$ cat config.mk
export PLATFORM = sky130hd
export DESIGN_NAME = rvvi_ack_monitor
export DESIGN_NICKNAME = d
export VERILOG_FILES = /design/src/rtl/rvvi_frame_pkg.sv /design/src/rtl/rvvi_ack_parser.sv /design/src/rtl/rvvi_ack_monitor.sv
export SDC_FILE = /design/constraint.sdc
export NUM_CORES = 1
export LEC_CHECK = 0
export CAP_MARGIN = 40
export CORE_MARGIN = 5
export CORE_UTILIZATION = 30
export CTS_BUF_LIST = sky130_fd_sc_hd__clkbuf_8
export DETAILED_ROUTE_END_ITERATION = 7
export SLEW_MARGIN = 0
export SYNTH_ARGS = -nofsm -noshare
export SYNTH_HDL_FRONTEND = slang
export SYNTH_SLANG_ARGS = --single-unit
export TNS_END_PERCENT = 50
$ cat constraint.sdc
create_clock -name clk -period 14.81 [get_ports clk]
set_clock_uncertainty 0.2 [all_clocks]
set_input_delay 4.443 -clock clk [delete_from_list [all_inputs] [get_ports clk]]
set_output_delay 4.443 -clock clk [all_outputs]
set_load 0.05 [all_outputs]
$ cat src/rtl/rvvi_frame_pkg.sv
// Shared definitions for the RVVI host link: ack frame word layout, ethertype and parser states.
package rvvi_frame_pkg;

    localparam int unsigned RVVI_W_TYPE     = 3;
    localparam int unsigned RVVI_W_FCNT     = 4;
    localparam int unsigned RVVI_W_MINSTRET = 6;
    localparam int unsigned RVVI_W_LOAD     = 8;

    localparam logic [15:0] RVVI_ETH_TYPE = 16'h005c;

    typedef enum logic [2:0] {
        StIdle,
        StHdr,
        StBody,
        StCheck,
        StDiscard
    } AckStateType;

    // Saturating add of a (possibly huge) 64-bit increment onto a 16-bit counter.
    function automatic logic [15:0] sat_add16(input logic [15:0] a, input logic [63:0] b);
        logic [63:0] room;
        room = 64'(16'hFFFF - a);
        if (b > room) begin
            return 16'hFFFF;
        end
        return a + b[15:0];
    endfunction

endpackage

$ cat src/rtl/rvvi_ack_parser.sv
// Walks the 9-word ack frame off the MAC RX stream and presents the captured fields for one
// cycle (CHECK state); framing errors are reported combinationally on the offending beat.
module rvvi_ack_parser
    import rvvi_frame_pkg::*;
#(
    parameter logic [15:0] EthType = RVVI_ETH_TYPE
) (
    input  logic        clk_i,
    input  logic        rst_ni,
    input  logic [31:0] rx_data_i,
    input  logic [3:0]  rx_keep_i,
    input  logic        rx_valid_i,
    input  logic        rx_last_i,
    output logic        frame_valid_o,
    output logic        frame_err_o,
    output logic [63:0] frame_cnt_o,
    output logic [63:0] frame_minstret_o,
    output logic [31:0] frame_load_o
);

    AckStateType state_q, state_d;
    logic [3:0]  beat_q, beat_d;
    logic [63:0] fcnt_q, fcnt_d;
    logic [63:0] minstret_q, minstret_d;
    logic [31:0] load_q, load_d;

    logic at_type, at_load, keep_full;

    assign at_type   = (beat_q == 4'(RVVI_W_TYPE));
    assign at_load   = (beat_q == 4'(RVVI_W_LOAD));
    assign keep_full = (rx_keep_i == 4'hF);

    always_ff @(posedge clk_i or negedge rst_ni) begin
        if (!rst_ni) begin
            state_q <= StIdle;
        end else begin
            state_q <= state_d;
        end
    end

    always_comb begin
        state_d = state_q;
        unique case (state_q)
            StIdle: begin
                if (rx_valid_i) begin
                    state_d = rx_last_i ? StIdle : StHdr;
                end
            end
            StHdr: begin
                if (rx_valid_i) begin
                    if (rx_last_i) begin
                        state_d = StIdle;
                    end else if (at_type) begin
                        state_d = (rx_data_i[15:0] == EthType) ? StBody : StDiscard;
                    end
                end
            end
            StBody: begin
                if (rx_valid_i) begin
                    if (at_load) begin
                        if (!rx_last_i) begin
                            state_d = StDiscard;
                        end else begin
                            state_d = keep_full ? StCheck : StIdle;
                        end
                    end else if (rx_last_i) begin
                        state_d = StIdle;
                    end
                end
            end
            StCheck: state_d = StIdle;
            StDiscard: begin
                if (rx_valid_i && rx_last_i) begin
                    state_d = StIdle;
                end
            end
            default: state_d = StIdle;
        endcase
    end

    // Any frame end other than a well-formed word 8 is a framing error.
    always_comb begin
        frame_valid_o = (state_q == StCheck);
        frame_err_o   = 1'b0;
        if (rx_valid_i && rx_last_i) begin
            unique case (state_q)
                StIdle, StHdr, StDiscard: frame_err_o = 1'b1;
                StBody:                   frame_err_o = !(at_load && keep_full);
                default:                  frame_err_o = 1'b0;
            endcase
        end
    end

    always_comb begin
        beat_d     = beat_q;
        fcnt_d     = fcnt_q;
        minstret_d = minstret_q;
        load_d     = load_q;
        if (state_d == StIdle) begin
            beat_d = 4'd0;
        end else if (rx_valid_i) begin
            beat_d = beat_q + 4'd1;
        end
        if (rx_valid_i && state_q == StBody) begin
            case (beat_q)
                4'(RVVI_W_FCNT):         fcnt_d[31:0]      = rx_data_i;
                4'(RVVI_W_FCNT + 1):     fcnt_d[63:32]     = rx_data_i;
                4'(RVVI_W_MINSTRET):     minstret_d[31:0]  = rx_data_i;
                4'(RVVI_W_MINSTRET + 1): minstret_d[63:32] = rx_data_i;
                4'(RVVI_W_LOAD):         load_d            = rx_data_i;
                default: ;
            endcase
        end
    end

    always_ff @(posedge clk_i or negedge rst_ni) begin
        if (!rst_ni) begin
            beat_q     <= 4'd0;
            fcnt_q     <= 64'd0;
            minstret_q <= 64'd0;
            load_q     <= 32'd0;
        end else begin
            beat_q     <= beat_d;
            fcnt_q     <= fcnt_d;
            minstret_q <= minstret_d;
            load_q     <= load_d;
        end
    end

    assign frame_cnt_o      = fcnt_q;
    assign frame_minstret_o = minstret_q;
    assign frame_load_o     = load_q;

endmodule

$ cat src/rtl/rvvi_ack_monitor.sv
// RVVI host-link receive side: validates host acks against the sent-frame count, accounts for
// lost frames (skipped acks or timeout) and throttles the core when the host falls behind.
module rvvi_ack_monitor
    import rvvi_frame_pkg::*;
#(
    parameter logic [15:0] ETH_TYPE        = RVVI_ETH_TYPE,
    parameter logic [31:0] MAX_OUTSTANDING = 32'd8,
    parameter logic [31:0] LOAD_THRESHOLD  = 32'hC000_0000,
    parameter logic [31:0] ACK_TIMEOUT     = 32'd100000
) (
    input  logic        clk,
    input  logic        reset_n,
    input  logic [31:0] RxData,
    input  logic [3:0]  RxKeep,
    input  logic        RxValid,
    input  logic        RxLast,
    output logic        RxReady,
    input  logic        FrameSent,
    output logic        ExternalStall,
    output logic        AckValid,
    output logic [63:0] AckFrameCount,
    output logic [63:0] AckMinstret,
    output logic [31:0] HostLoad,
    output logic [15:0] DropCount,
    output logic        BadFrame,
    output logic        Timeout
);

    logic        frame_valid, frame_err;
    logic [63:0] frame_cnt, frame_minstret;
    logic [31:0] frame_load;

    rvvi_ack_parser #(
        .EthType(ETH_TYPE)
    ) u_parser (
        .clk_i           (clk),
        .rst_ni          (reset_n),
        .rx_data_i       (RxData),
        .rx_keep_i       (RxKeep),
        .rx_valid_i      (RxValid),
        .rx_last_i       (RxLast),
        .frame_valid_o   (frame_valid),
        .frame_err_o     (frame_err),
        .frame_cnt_o     (frame_cnt),
        .frame_minstret_o(frame_minstret),
        .frame_load_o    (frame_load)
    );

    logic [63:0] tx_sent_q, tx_sent_d;
    logic [63:0] next_exp_q, next_exp_d;
    logic [63:0] outstanding;
    logic [31:0] tcnt_q, tcnt_d;
    logic [63:0] ack_fcnt_q, ack_fcnt_d;
    logic [63:0] ack_minstret_q, ack_minstret_d;
    logic [31:0] host_load_q, host_load_d;
    logic [15:0] drop_q, drop_d;
    logic        ack_valid_q, ack_valid_d;
    logic        bad_q, bad_d;
    logic        timeout_q, timeout_d;
    logic        stall_q, stall_d;
    logic        rx_ready_q;
    logic        good_ack, timeout_hit;

    // Comparisons use the pre-increment TxSent even when FrameSent lands in the same cycle.
    assign outstanding = tx_sent_q - next_exp_q;
    assign good_ack    = frame_valid && (frame_cnt >= next_exp_q) && (frame_cnt < tx_sent_q);
    assign timeout_hit = (outstanding != 64'd0) && (tcnt_q == ACK_TIMEOUT - 32'd1) && !good_ack;

    always_comb begin
        tx_sent_d      = tx_sent_q + 64'(FrameSent);
        next_exp_d     = next_exp_q;
        tcnt_d         = tcnt_q;
        ack_fcnt_d     = ack_fcnt_q;
        ack_minstret_d = ack_minstret_q;
        host_load_d    = host_load_q;
        drop_d         = drop_q;
        ack_valid_d    = 1'b0;
        timeout_d      = 1'b0;
        bad_d          = frame_err || (frame_valid && !good_ack);
        if (good_ack) begin
            drop_d         = sat_add16(drop_q, frame_cnt - next_exp_q);
            next_exp_d     = frame_cnt + 64'd1;
            ack_fcnt_d     = frame_cnt;
            ack_minstret_d = frame_minstret;
            host_load_d    = frame_load;
            ack_valid_d    = 1'b1;
            tcnt_d         = 32'd0;
        end else if (timeout_hit) begin
            drop_d      = sat_add16(drop_q, outstanding);
            next_exp_d  = tx_sent_q;
            host_load_d = 32'd0;
            timeout_d   = 1'b1;
            tcnt_d      = 32'd0;
        end else if (outstanding == 64'd0) begin
            tcnt_d = 32'd0;
        end else begin
            tcnt_d = tcnt_q + 32'd1;
        end
        stall_d = (outstanding >= 64'(MAX_OUTSTANDING)) || (host_load_q >= LOAD_THRESHOLD);
    end

    always_ff @(posedge clk or negedge reset_n) begin
        if (!reset_n) begin
            tx_sent_q      <= 64'd0;
            next_exp_q     <= 64'd0;
            tcnt_q         <= 32'd0;
            ack_fcnt_q     <= 64'd0;
            ack_minstret_q <= 64'd0;
            host_load_q    <= 32'd0;
            drop_q         <= 16'd0;
            ack_valid_q    <= 1'b0;
            bad_q          <= 1'b0;
            timeout_q      <= 1'b0;
            stall_q        <= 1'b0;
            rx_ready_q     <= 1'b0;
        end else begin
            tx_sent_q      <= tx_sent_d;
            next_exp_q     <= next_exp_d;
            tcnt_q         <= tcnt_d;
            ack_fcnt_q     <= ack_fcnt_d;
            ack_minstret_q <= ack_minstret_d;
            host_load_q    <= host_load_d;
            drop_q         <= drop_d;
            ack_valid_q    <= ack_valid_d;
            bad_q          <= bad_d;
            timeout_q      <= timeout_d;
            stall_q        <= stall_d;
            rx_ready_q     <= 1'b1;
        end
    end

    assign RxReady       = rx_ready_q;
    assign ExternalStall = stall_q;
    assign AckValid      = ack_valid_q;
    assign AckFrameCount = ack_fcnt_q;
    assign AckMinstret   = ack_minstret_q;
    assign HostLoad      = host_load_q;
    assign DropCount     = drop_q;
    assign BadFrame      = bad_q;
    assign Timeout       = timeout_q;

endmodule

==> metrics.txt <==
Placed Instance Area=38300 µm²; status=complete, no violations; slowest cell on the critical path=nor4_1; TNS Setup=0 ns; Worst EP required=15.21 ns; Synth Area per Inst=9.485 µm²; RSZ-0062 raised after global routing=false; CP dominant cell by count=nor4_1; Worst Tran Pin Value=1.012 ns; largest net degree at the start of global routing=183; hold wc startpoint=u_parser.frame_minstret_o[25]$_DFFE_PN0P_; FF-to-FF path depth=16; Synth Warn #=0; # IOs=222; clk_lat worst skew=0.72 ns; Final Cycle Share=52.17%; critical-path maximum fanout=6; Die Wd=349.3 µm; CP Class=input port to flip-flop; Die Y-Extent=349.3 µm; Crit Reg-Reg Startpoint=tx_sent_q[1]$_DFF_PN0_; synth unique cells=101; crit end category=flip-flop; Mapped Nets=3919; worst hold stages=1; crit path launch=FrameSent; Async SR Flop Fraction=100.0%; synthesized cell area=34540 µm²; FMAX=129.4 MHz; H-tree depth=3; PwrDens=77.27 nW/µm²; CTS tree=yes; PortBufs=221; Max Buffers Root-to-Sink=3; Clock Tree Root=clkbuf_8; Core Area=114300 µm²; cell family with most CP delay=simple AND/OR/NAND/NOR gates; commonest non-fill, non-tap cell in the layout=dfrtp_1; DP HPWL=90200 µm; Cells after Synth=3642; max incr delay on CP=0.62 ns; Starting Density=30.21%; DRT iter0 DRCs=2181; Area Overhead vs Synth=16.38%; antenna-violating nets left=0; Synth Flop Type=dfrtp_1; layout cells sized above 1=13.26%; GRT Residual Overflow=0; register bit count reported by yosys=508; max-cap violations=0; commonest cells after routing, fill and taps aside=dfrtp_1 (508), nand2_1 (319), mux2_2 (293); Die Area=122000 µm²; drt total wl=115900 µm; via count=28.93k; vias in the first global route=28.84k; DRC viols=0; CP startpoint kind=input port; Hold-fix buffers, CTS=0; initial antenna violation count=3; first-pass GRT wire length=176600 µm; Final setup viols=0; Lkg Pwr=0.01855 µW; Clock Pin Slew Worst Setup and Hold Paths=0.07 ns; critical-path cell list=clkdlybuf4s50_1 > ha_1 > and4_1 > nand3_1 > nor4_1 > nand2b_1 > or3_1 > nor2_1 > nand4_1 > nor4_1 > xnor2_1; cts repair resizes=0; CP bufs+invs=1; DR vias/cell=5.329; clk sink count=508; stages on the worst setup path=11; HP Class=flip-flop to flip-flop; Tmin final=7.726 ns; Max Slew Vio Count=0; EDFF count, synth=0; number of setup buffers added after CTS=0; relative slew slack=32.51%; CP arrival=8.12 ns; CTS Buf Count=89; Final GP Congestion=0.9464; fin area=40200 µm²; Final nets=4121; final hold vios=0; sequential-to-total area share from yosys stat=36.80%; WL per Instance=21.36 µm; all-layer global routing usage=18.45%; Max VDD drop=0.00007586 V; row count=124; first-pass detailed-route iteration total=6
[state kept, by name, indices dropped and copies added, names as in the netlist, 16 cells and up]
signal	flops
DropCount	16
u_parser.frame_minstret_o	64
AckMinstret	64
next_exp_q	64
tx_sent_q	64
u_parser.frame_cnt_o	64
tcnt_q	32
HostLoad	32
u_parser.frame_load_o	32
AckFrameCount	64
[cells by family (layout without fill, tap and decap cells)]
logic type / count (synthesis) / after routing / synth area share (%)
AOI/OAI and AO/OA: 823 / 823 / 15.87
and+or+nand+nor: 1103 / 1103 / 15.89
buffers and inverters: 336 / 608 / 4.245
adders and majority gates: 236 / 236 / 8.635
other: 1 / 3 / 0.01086
muxes: 383 / 383 / 12.16
xor gates and xnor gates: 252 / 252 / 6.389
DFF: 508 / 508 / 36.80
[cell usage after synthesis, drive strengths merged (25+ instances only)]
cell	instances	share of area (%)
a211oi	29	0.72
a21o	47	1.0
a21oi	231	3.6
a22o	32	0.81
a31oi	25	0.45
and3	39	0.71
buf	62	1.3
clkbuf	80	0.88
dfrtp	508	37
ha	232	8.4
inv	194	2.1
mux2	294	9.6
mux2i	89	2.6
nand2	322	3.5
nand3	108	1.6
nand4	99	1.8
nor2	203	2.2
nor3	106	1.6
nor4	60	1.1
o211ai	37	0.82
o21a	62	1.4
o21ai	200	2.9
or3	25	0.45
xnor2	175	4.4
xor2	77	2.0
[power by group]
group	internal [µW]	leakage [µW]	switching, µW	total, µW
clock	747	0.00107	631	1380
sequential	1400	0.00694	24.2	1420
combinational	110	0.0105	194	304
[through the flow]
stage,utilization (%),cells,total power [µW],hold slack [ns],worst slack [ns]
2_1_floorplan,-,3642,1628,0.2670,7.588
3_3_place_gp,33.39,5256,1745,0.2742,6.414
3_5_place_dp,33.49,5265,1751,0.2816,6.403
4_1_cts,35.15,5426,3151,0.2880,7.135
5_1_grt,35.16,5428,3248,0.3017,6.913
6_report,35.16,5428,3106,0.2655,7.084
[worst paths after layout]
kind	endpoint	slack, ns
worst max-delay path	tx_sent_q[61]$_DFF_PN0_	7.08
worst min-delay path	AckMinstret[25]$_DFFE_PN0P_	0.27
worst max register to register	HostLoad[6]$_DFFE_PN0P_	8.32
worst min register to register	AckMinstret[25]$_DFFE_PN0P_	0.27
max in group asynchronous	AckMinstret[8]$_DFFE_PN0P_	8.64
min in group asynchronous	Timeout$_DFF_PN0_	3.56
[per-layer routing]
metal,GRT usage (%),vias to the layer above,routed length (µm)
li1,-,13730,-
met4,6.692,2,4329
met5,0,-,150
met1,24.62,14170,51390
met2,29.93,825,53020
met3,3.506,206,7042
[cell type report]
class / count / area, µm²
Timing Repair Buffer: 253 / 2559
Inverter: 194 / 728.2
Clock buffer: 117 / 1610
Sequential cell: 508 / 12710
Antenna cell: 2 / 5.005
Multi-Input combinational cell: 2798 / 20410
Clock inverter: 44 / 287.8
Tap cell: 1512 / 1892
Fill cell: 11650 / 74140
Note: power is estimated with default switching activity, not from simulation.
